==> src/rtl/ex_div_seq_if.sv <==
// ----------------------------------------------------------------------------
// ex_div_seq_if
//   Request/response bundle between the EX stage and the divide sequencer.
//   Ports (all inside the interface):
//     div_i_start     EX -> div   divide request, level, held until ready
//     div_i_signed    EX -> div   1 = signed divide, 0 = unsigned
//     div_i_annul     EX -> div   abort current/pending divide
//     div_i_opdata1   EX -> div   dividend
//     div_i_opdata2   EX -> div   divisor
//     div_o_result    div -> EX   {remainder, quotient}, valid while ready=1
//     div_o_ready     div -> EX   result valid
//     div_o_stallreq  div -> EX   stall the EX stage
//   Modports: master = EX stage side, slave = divider side.
// ----------------------------------------------------------------------------
interface ex_div_seq_if #(
    parameter int DATA_W = 32
);
    logic                  div_i_start;
    logic                  div_i_signed;
    logic                  div_i_annul;
    logic [DATA_W-1:0]     div_i_opdata1;
    logic [DATA_W-1:0]     div_i_opdata2;
    logic [2*DATA_W-1:0]   div_o_result;
    logic                  div_o_ready;
    logic                  div_o_stallreq;

    modport master (
        output div_i_start, div_i_signed, div_i_annul, div_i_opdata1, div_i_opdata2,
        input  div_o_result, div_o_ready, div_o_stallreq
    );

    modport slave (
        input  div_i_start, div_i_signed, div_i_annul, div_i_opdata1, div_i_opdata2,
        output div_o_result, div_o_ready, div_o_stallreq
    );
endinterface

==> src/rtl/ex_div_seq.sv <==
// ----------------------------------------------------------------------------
// ex_div_seq
//   Multi-cycle restoring divider for the EX stage, one quotient bit per clock.
//   Operands are converted to magnitudes at start, divided unsigned, and the
//   signs are re-applied on the final step. Result is {remainder, quotient}.
//   Ports:
//     clk    rising-edge clock
//     rst_   asynchronous active-low reset
//     bus    ex_div_seq_if.slave (request, operands, result, ready, stallreq)
// ----------------------------------------------------------------------------
module ex_div_seq #(
    parameter int DATA_W = 32,
    parameter int CNT_W  = 6
) (
    input  logic            clk,
    input  logic            rst_,
    ex_div_seq_if.slave     bus
);

    typedef enum logic [1:0] {
        S_IDLE,
        S_BYZERO,
        S_BUSY,
        S_DONE
    } state_t;

    state_t                r_state;
    state_t                w_state_nxt;

    logic [CNT_W-1:0]      r_cnt;
    logic [DATA_W-1:0]     r_dq;        // dividend shifts out the top, quotient shifts in the bottom
    logic [DATA_W-1:0]     r_divisor;
    logic [DATA_W-1:0]     r_rem;
    logic                  r_qneg;
    logic                  r_rneg;
    logic [2*DATA_W-1:0]   r_result;
    logic                  r_ready;

    logic                  w_req;
    logic                  w_last;
    logic                  w_div_zero;
    logic                  w_sign1;
    logic                  w_sign2;
    logic [DATA_W-1:0]     w_abs1;
    logic [DATA_W-1:0]     w_abs2;
    logic [DATA_W:0]       w_rem_sh;
    logic [DATA_W:0]       w_diff;
    logic                  w_ge;
    logic [DATA_W-1:0]     w_rem_nxt;
    logic [DATA_W-1:0]     w_quo_raw;
    logic [DATA_W-1:0]     w_quo_fix;
    logic [DATA_W-1:0]     w_rem_fix;

    assign w_req      = bus.div_i_start & ~bus.div_i_annul;
    assign w_last     = (r_cnt == CNT_W'(DATA_W - 1));
    assign w_div_zero = (bus.div_i_opdata2 == '0);

    // Magnitudes are only taken for signed requests; the most-negative value
    // maps onto itself, which is exactly its unsigned magnitude.
    assign w_sign1 = bus.div_i_signed & bus.div_i_opdata1[DATA_W-1];
    assign w_sign2 = bus.div_i_signed & bus.div_i_opdata2[DATA_W-1];
    assign w_abs1  = w_sign1 ? (~bus.div_i_opdata1 + 1'b1) : bus.div_i_opdata1;
    assign w_abs2  = w_sign2 ? (~bus.div_i_opdata2 + 1'b1) : bus.div_i_opdata2;

    // One restoring step. The partial remainder is always below the divisor,
    // so the shifted value is below 2*divisor and bit DATA_W of the
    // difference is a clean borrow (1 = shifted value < divisor).
    assign w_rem_sh  = {r_rem, r_dq[DATA_W-1]};
    assign w_diff    = w_rem_sh - {1'b0, r_divisor};
    assign w_ge      = ~w_diff[DATA_W];
    assign w_rem_nxt = w_ge ? w_diff[DATA_W-1:0] : w_rem_sh[DATA_W-1:0];

    assign w_quo_raw = {r_dq[DATA_W-2:0], w_ge};
    assign w_quo_fix = r_qneg ? (~w_quo_raw + 1'b1) : w_quo_raw;
    assign w_rem_fix = r_rneg ? (~w_rem_nxt + 1'b1) : w_rem_nxt;

    assign bus.div_o_result   = r_result;
    assign bus.div_o_ready    = r_ready;
    assign bus.div_o_stallreq = w_req & (r_state != S_DONE);

    // NOTE: sequential state uses non-blocking assignments so every register
    // samples the pre-edge values regardless of statement order.
    always_ff @(posedge clk or negedge rst_) begin
        if (!rst_) begin
            r_state <= S_IDLE;
        end else begin
            r_state <= w_state_nxt;
        end
    end

    // NOTE: the next-state default is assigned first so no path through the
    // case leaves it unassigned, which would infer a latch.
    always_comb begin
        w_state_nxt = r_state;
        case (r_state)
            S_IDLE: begin
                if (w_req) begin
                    w_state_nxt = w_div_zero ? S_BYZERO : S_BUSY;
                end
            end
            S_BYZERO: begin
                w_state_nxt = bus.div_i_annul ? S_IDLE : S_DONE;
            end
            S_BUSY: begin
                if (bus.div_i_annul) begin
                    w_state_nxt = S_IDLE;
                end else if (w_last) begin
                    w_state_nxt = S_DONE;
                end
            end
            S_DONE: begin
                if (!w_req) begin
                    w_state_nxt = S_IDLE;
                end
            end
            default: w_state_nxt = S_IDLE;
        endcase
    end

    // NOTE: the operand/remainder registers are reset too even though they are
    // reloaded before use; it keeps simulation free of X and costs nothing here.
    always_ff @(posedge clk or negedge rst_) begin
        if (!rst_) begin
            r_cnt     <= '0;
            r_dq      <= '0;
            r_divisor <= '0;
            r_rem     <= '0;
            r_qneg    <= 1'b0;
            r_rneg    <= 1'b0;
            r_result  <= '0;
            r_ready   <= 1'b0;
        end else begin
            case (r_state)
                S_IDLE: begin
                    if (w_req && !w_div_zero) begin
                        r_dq      <= w_abs1;
                        r_divisor <= w_abs2;
                        r_rem     <= '0;
                        r_cnt     <= '0;
                        r_qneg    <= w_sign1 ^ w_sign2;
                        r_rneg    <= w_sign1;
                    end
                end
                S_BYZERO: begin
                    if (!bus.div_i_annul) begin
                        r_result <= '0;
                        r_ready  <= 1'b1;
                    end
                end
                S_BUSY: begin
                    if (!bus.div_i_annul) begin
                        r_dq  <= w_quo_raw;
                        r_rem <= w_rem_nxt;
                        r_cnt <= r_cnt + 1'b1;
                        if (w_last) begin
                            r_result <= {w_rem_fix, w_quo_fix};
                            r_ready  <= 1'b1;
                        end
                    end
                end
                S_DONE: begin
                    if (!w_req) begin
                        r_result <= '0;
                        r_ready  <= 1'b0;
                    end
                end
                default: ;
            endcase
        end
    end

endmodule

==> src/flat_wrapper.sv <==
// flat-port wrapper written by rule: the top's interface ports become plain ports
module ex_div_seq_flat 
#(
    parameter int DATA_W = 32,
    parameter int CNT_W  = 6
)
  (clk, rst_, bus_div_i_start, bus_div_i_signed, bus_div_i_annul, bus_div_i_opdata1, bus_div_i_opdata2, bus_div_o_result, bus_div_o_ready, bus_div_o_stallreq);
  ex_div_seq_if #(.DATA_W(DATA_W)) bus_i ();
  input  logic clk;
  input  logic rst_;
  input wire logic [$bits(bus_i.div_i_start)-1:0] bus_div_i_start;
  input wire logic [$bits(bus_i.div_i_signed)-1:0] bus_div_i_signed;
  input wire logic [$bits(bus_i.div_i_annul)-1:0] bus_div_i_annul;
  input wire logic [$bits(bus_i.div_i_opdata1)-1:0] bus_div_i_opdata1;
  input wire logic [$bits(bus_i.div_i_opdata2)-1:0] bus_div_i_opdata2;
  output wire logic [$bits(bus_i.div_o_result)-1:0] bus_div_o_result;
  output wire logic [$bits(bus_i.div_o_ready)-1:0] bus_div_o_ready;
  output wire logic [$bits(bus_i.div_o_stallreq)-1:0] bus_div_o_stallreq;
  assign bus_i.div_i_start = bus_div_i_start;
  assign bus_i.div_i_signed = bus_div_i_signed;
  assign bus_i.div_i_annul = bus_div_i_annul;
  assign bus_i.div_i_opdata1 = bus_div_i_opdata1;
  assign bus_i.div_i_opdata2 = bus_div_i_opdata2;
  assign bus_div_o_result = bus_i.div_o_result;
  assign bus_div_o_ready = bus_i.div_o_ready;
  assign bus_div_o_stallreq = bus_i.div_o_stallreq;
  ex_div_seq #(.DATA_W(DATA_W), .CNT_W(CNT_W)) u_core (.clk(clk), .rst_(rst_), .bus(bus_i));
endmodule
==> config.mk <==
export PLATFORM = sky130hd
export DESIGN_NAME = ex_div_seq_flat
export DESIGN_NICKNAME = d
export VERILOG_FILES = /design/src/rtl/ex_div_seq_if.sv /design/src/rtl/ex_div_seq.sv /design/src/flat_wrapper.sv
export SDC_FILE = /design/constraint.sdc
export NUM_CORES = 1
export LEC_CHECK = 0
export CORE_MARGIN = 1
export CORE_UTILIZATION = 32
export DETAILED_ROUTE_END_ITERATION = 16
export PLACE_DENSITY_LB_ADDON = 0.2
export SYNTH_ARGS = -nofsm -noshare
export SYNTH_HDL_FRONTEND = slang
export SYNTH_SLANG_ARGS = --single-unit
==> constraint.sdc <==
create_clock -name clk -period 10.5 [get_ports clk]
set_clock_uncertainty 0.2 [all_clocks]
set_input_delay 1.05 -clock clk [delete_from_list [all_inputs] [get_ports clk]]
set_output_delay 1.05 -clock clk [all_outputs]
set_load 0.03 [all_outputs]
# --- After elaboration in Yosys (flattened, before gate mapping) ---
# Index checks and enable logic that the tools add are counted.
classes:
  addsub: 6
  muxes: 31
  eq_ne: 12
  reduce_logical: 10
  bitwise_logic: 11
ops:
  columns: ["op", "n"]
  rows:
  - ["two-way mux 32 bit", 9]
  - ["two-way mux 64 bit", 4]
  - ["one-hot mux 64 bit (3 select lines)", 1]
  - ["adder 32 x 1 -> 32 bit, second input constant", 4]
  - ["NOT 32 bit", 4]
  - ["one-hot mux 32 bit (2 select lines)", 2]
  - ["subtractor 33 x 32 -> 33 bit", 1]
  - ["logical NOT 32 bit", 1]
  - ["two-way mux 2 bit", 6]
  - ["two-way mux 6 bit", 2]
  - ["one-hot mux 6 bit (2 select lines)", 1]
  - ["inequality test 2 bit, second input constant", 4]
  - ["one-hot mux 2 bit (4 select lines)", 1]
  - ["adder 6 x 1 -> 6 bit, second input constant", 1]
  - ["== test 6 x 5 -> 1 bit, second input constant", 1]
  - ["inequality test 2 x 1 -> 1 bit, second input constant", 3]
  - ["AND reduction 3 bit", 2]
  - ["AND reduction 5 bit", 1]
  - ["AND 1 bit", 4]
  - ["== test 2 bit, second input constant", 2]
  - ["two-way mux 1 bit", 4]
  - ["inequality test 3 x 2 -> 1 bit, second input constant", 1]
  - ["one-hot mux 1 bit (3 select lines)", 1]
  - ["nonzero test 3 bit", 1]
  - ["8 further kinds", 9]
word_totals:
  elab_cells: 79
  out_inout_bits: 66
  register_bits: 171

# --- Logic depth before layout (Yosys ltp) ---
logic_depth:
  depth_word: 8
  depth_mapped: 22
  depth_no_buf: 19

# --- Worst setup path before layout ---
# OpenSTA, ideal clock, no wires.
synth_timing:
  path_kind: "register -> register"
  start: "reg u_core.r_dq[31]"
  end: "reg u_core.r_result[26], in the netlist u_core.bus.div_o_result[26]"
  setup_time_ns: 0.129
  path_stages_with_launch: 21
  period_less_slack_ns: 5.086
  t_arrival_ns: 4.757
  required_ns: 10.171
  setup_slack_ns: 5.414
  path_cell_list: "dfrtp_1 inv_1 ha_1 fa_1 nand2b_1 a211oi_2 o211ai_1 a211oi_4 o21a_2 nor2_8 inv_2 buf_2 buf_2 buf_1 ha_1 nand2_1 or4_1 or4_1 o31ai_1 xor2_1 o21ai_1"
synth_between:
  elab_chain_cells: 8
synth_lines:
  columns: ["element", "line_no", "source"]
  rows:
  - ["start, declared", "ex_div_seq.sv:31", "logic [DATA_W-1:0] r_dq;"]
  - ["start signal, assigned", "ex_div_seq.sv:136", "r_dq <= w_abs1;"]
  - ["start signal, assigned", "ex_div_seq.sv:152", "r_dq <= w_quo_raw;"]
  - ["subtractor 33 x 32 -> 33 bit", "ex_div_seq.sv:69", "assign w_diff = w_rem_sh - {1'b0, r_divisor};"]
  - ["NOT 1 bit", "ex_div_seq.sv:70", "assign w_ge = ~w_diff[DATA_W];"]
  - ["NOT 32 bit", "ex_div_seq.sv:74", "assign w_quo_fix = r_qneg ? (~w_quo_raw + 1'b1) : w_quo_raw;"]
  - ["adder 32 x 1 -> 32 bit", "ex_div_seq.sv:74", null]
  - ["two-way mux 32 bit", "ex_div_seq.sv:74", null]
  - ["two-way mux 64 bit", "ex_div_seq.sv:155", "if (w_last) begin"]
  - ["two-way mux 64 bit", "ex_div_seq.sv:151", "if (!bus.div_i_annul) begin"]
  - ["one-hot mux 64 bit (3 select lines)", "ex_div_seq.sv:133", "case (r_state)"]
  - ["end signal, assigned", "ex_div_seq.sv:156", "r_result <= {w_rem_fix, w_quo_fix};"]
  - ["end, declared", "ex_div_seq.sv:36", "logic [2*DATA_W-1:0] r_result;"]
# Every way passes these cells. The select of a mux whose other input is x is not followed.
# A chain may end at the register's enable or synchronous reset.

# --- Final worst setup path ---
layout_timing:
  start: "reg u_core.r_divisor[0]"
  end: "reg u_core.r_result[26], in the netlist u_core.bus.div_o_result[26]"
layout_between:
  elab_chain_cells: 8
layout_lines:
  columns: ["element", "line_no", "source"]
  rows:
  - ["start, declared", "ex_div_seq.sv:32", "logic [DATA_W-1:0] r_divisor;"]
  - ["start signal, assigned", "ex_div_seq.sv:137", "r_divisor <= w_abs2;"]
  - ["subtractor 33 x 32 -> 33 bit", "ex_div_seq.sv:69", null]
  - ["NOT 1 bit", "ex_div_seq.sv:70", null]
  - ["NOT 32 bit", "ex_div_seq.sv:74", null]
  - ["adder 32 x 1 -> 32 bit", "ex_div_seq.sv:74", null]
  - ["two-way mux 32 bit", "ex_div_seq.sv:74", null]
  - ["two-way mux 64 bit", "ex_div_seq.sv:155", null]
  - ["two-way mux 64 bit", "ex_div_seq.sv:151", null]
  - ["one-hot mux 64 bit (3 select lines)", "ex_div_seq.sv:133", null]
# Every way passes these cells. The select of a mux whose other input is x is not followed.

==> flow_summary.ini <==
[power]
p_total_mw = 4.85
vdd_drop_max_v = 0.000133
leakagePower_nw = 6.04
powerDensity_nw_per_um2 = 330

[detailed_routing]
wl_per_cell_um = 17.7
vias = 11331
drc = 0
routed_wl_um = 37800
drtAntennaViolNets = 0
drt_iter0_markers = 693
drt_pass1_iterations = 8
viasPerCell = 5.29

[logic_synthesis]
ys_seq_area_share_pct = 34.9
synth_area_leaders = dfrtp_1 35%, o21ai_0 7.3%, nand2_1 7.2%
async_flop_share_pct = 100
synth_top_area_cell = dfrtp_1
synth.most_common_cell = nand2_1
syn-num-nets = 1640
ys_seq_elements = 171
synth_cells = 1529
synthTopCellsByCount = 234 x nand2_1, 179 x o21ai_0, 171 x dfrtp_1
ys_warn_count = 0
synthFlopType = dfrtp_1
syn_avg_cell_area_um2 = 8.02
synth_edf_count = 0
synth.distinct_cells = 72
synth_top_area_share_pct = 34.9
synthesis.area_um2 = 12300

[sta]
rsz0062_at_grt = no
drv_slew = 0
report.final.hold_viol_count = 0
whs_ns = 0.278
worstMarginPinSlew_ns = 1.15
setup_viol = 0
fin_setup_tns_ns = 0
fmax_ghz = 0.175
min_period_over_period_pct = 54.5
relSlewSlack_pct = 23.0
finalCriticalPeriod_ns = 5.73

[placed_design]
io_buffer_count = 134
place_inst = 2108
place_hpwl_um = 28400
gp_congestion = 0.887

[clocking]
post-cts-setup-buffers = 0
htree_levels = 4
numCtsBuffers = 17
cts_max_path_buffers = 2
clk_latency_ns = 0.45
cts_tree = yes
postCtsHoldBufs = 0
numClockSinks = 171
cts-resized-gates = 0
cts_root_buf = clkbuf_16
clk_pin_slew_worst_paths_ns = 0.08

[layout]
drive_gt1_share_pct = 5.16
fin_cells = 2140
final_util_pct = 39.0
diodes = 0
area_delta_synth_final_pct = 19.9
num-fill-cells = 3901
num-nets-final = 1727

[floorplanning]
start_util_pct = 32.5
die_x_um = 198
fp.dieArea_um2 = 39100
core_um2 = 37700
die_height_um = 198
rows = 71
io_pins = 135

[worst_setup_path]
rr_worst_depth = 17
end_kind = flip-flop
crit_required_ns = 10.63
crit_path_max_fanout = 37
cp.arrival_ns = 5.85
crit_type = flip-flop to flip-flop
cp-start-kind = flip-flop

[global_route]
gr-usage-all-layers_pct = 19.4
gr-total-overflow = 0
grt_max_degree = 123
grt_pass1_wl_um = 59500
grt_pass1_vias = 10387
antenna_found_initial = 1

[run_status]
status = completed

[worst_hold_path]
hp-class = flip-flop to flip-flop
hold_depth = 2

[run]
timing.max_cap.violations = 0
## registers in the layout (all words and copies together), names as in the netlist
name,count
u_core.bus.div_o_ready,1
u_core.bus.div_o_result,64
u_core.r_cnt,6
u_core.r_divisor,32
u_core.r_dq,32
u_core.r_qneg,1
u_core.r_rem,32
u_core.r_rneg,1
u_core.r_state,2
## worst paths after layout
kind / startpoint / end / slack, ns
max: u_core.r_divisor[0]$_DFFE_PN0P_ / u_core.bus.div_o_result[26]$_DFFE_PN0P_ / 4.77
min: u_core.bus.div_o_result[5]$_DFFE_PN0P_ / u_core.bus.div_o_result[5]$_DFFE_PN0P_ / 0.28
max reg2reg: u_core.r_divisor[0]$_DFFE_PN0P_ / u_core.bus.div_o_result[26]$_DFFE_PN0P_ / 4.77
min reg2reg: u_core.bus.div_o_result[5]$_DFFE_PN0P_ / u_core.bus.div_o_result[5]$_DFFE_PN0P_ / 0.28
max in group asynchronous: rst_ / u_core.r_rem[6]$_DFFE_PN0P_ / 8.50
min in group asynchronous: rst_ / u_core.bus.div_o_result[32]$_DFFE_PN0P_ / 0.37
## power breakdown
group	total [mW]	internal, mW	switching [mW]
Sequential	1.17	0.903	0.272
Combinational	2.99	1.05	1.94
Clock	0.681	0.331	0.350
## stage by stage
stage	setup WS [ns]	area, um^2
final	4.77	14700
after global routing	4.36	14700
after CTS	4.81	14700
after detailed placement	4.79	14100
after global placement	4.82	14100
after floorplan	5.41	12300
## critical path, cell delays in order, from the launching register on
cell and delay (ns):
dfrtp_1 0.41, ha_1 0.25, fa_1 0.41, nand2b_1 0.19, a211oi_2 0.38, o211ai_1 0.30
a211oi_4 0.34, o21a_2 0.42, nor2_8 0.22, inv_2 0.15, buf_4 0.37, ha_1 0.32
nand2_1 0.12, or4_1 0.50, or4_1 0.47, o31ai_1 0.26, xor2_1 0.19, o21ai_1 0.07
## layout by cell type (no fill, tap or decap), drive strengths merged, types with 28 or more instances in the layout
cell / Yosys / final
nand2: 234 / 234
a21oi: 124 / 124
o21ai: 188 / 188
nor3: 35 / 35
dfrtp: 171 / 171
o31ai: 59 / 59
xor2: 75 / 75
clkdlybuf4s50: 0 / 133
xnor2: 53 / 53
mux2i: 28 / 28
ha: 41 / 41
nor2: 122 / 122
inv: 54 / 60
## per-layer routing
metal  global-route usage, %  vias to the layer above  wire length [um]
li1                        -                     5653                 -
met1                    30.7                     5344             20000
met2                    27.5                      305             15500
met3                    2.83                       27              1980
met4                    3.82                        2               346
met5                       0                        -                 9
## logic make-up (layout without fill, tap and decap cells)
family                   count (synthesis)  in the layout  share of synthesized area, %
AND/OR/NAND/NOR                        537            537                          20.3
AO/OA/AOI/OAI                          475            475                          23.6
flip-flops                             171            171                          34.9
buffers and inverters                  136            236                          4.25
XOR/XNOR                               128            128                          9.14
adder cells (fa/ha/maj)                 42             42                          4.35
multiplexers                            40             40                          3.39
## cell type report
class	instances	area [um^2]	share of cell area, %
Multi-Input combinational cell	1222	7480	50.9
Sequential cell	171	4280	29.1
Timing Repair Buffer	149	1460	9.90
Tap cell	511	639	4.35
Clock buffer	17	425	2.89
Clock inverter	15	214	1.46
Inverter	55	206	1.40
Note: power is estimated with default switching activity, not from simulation.
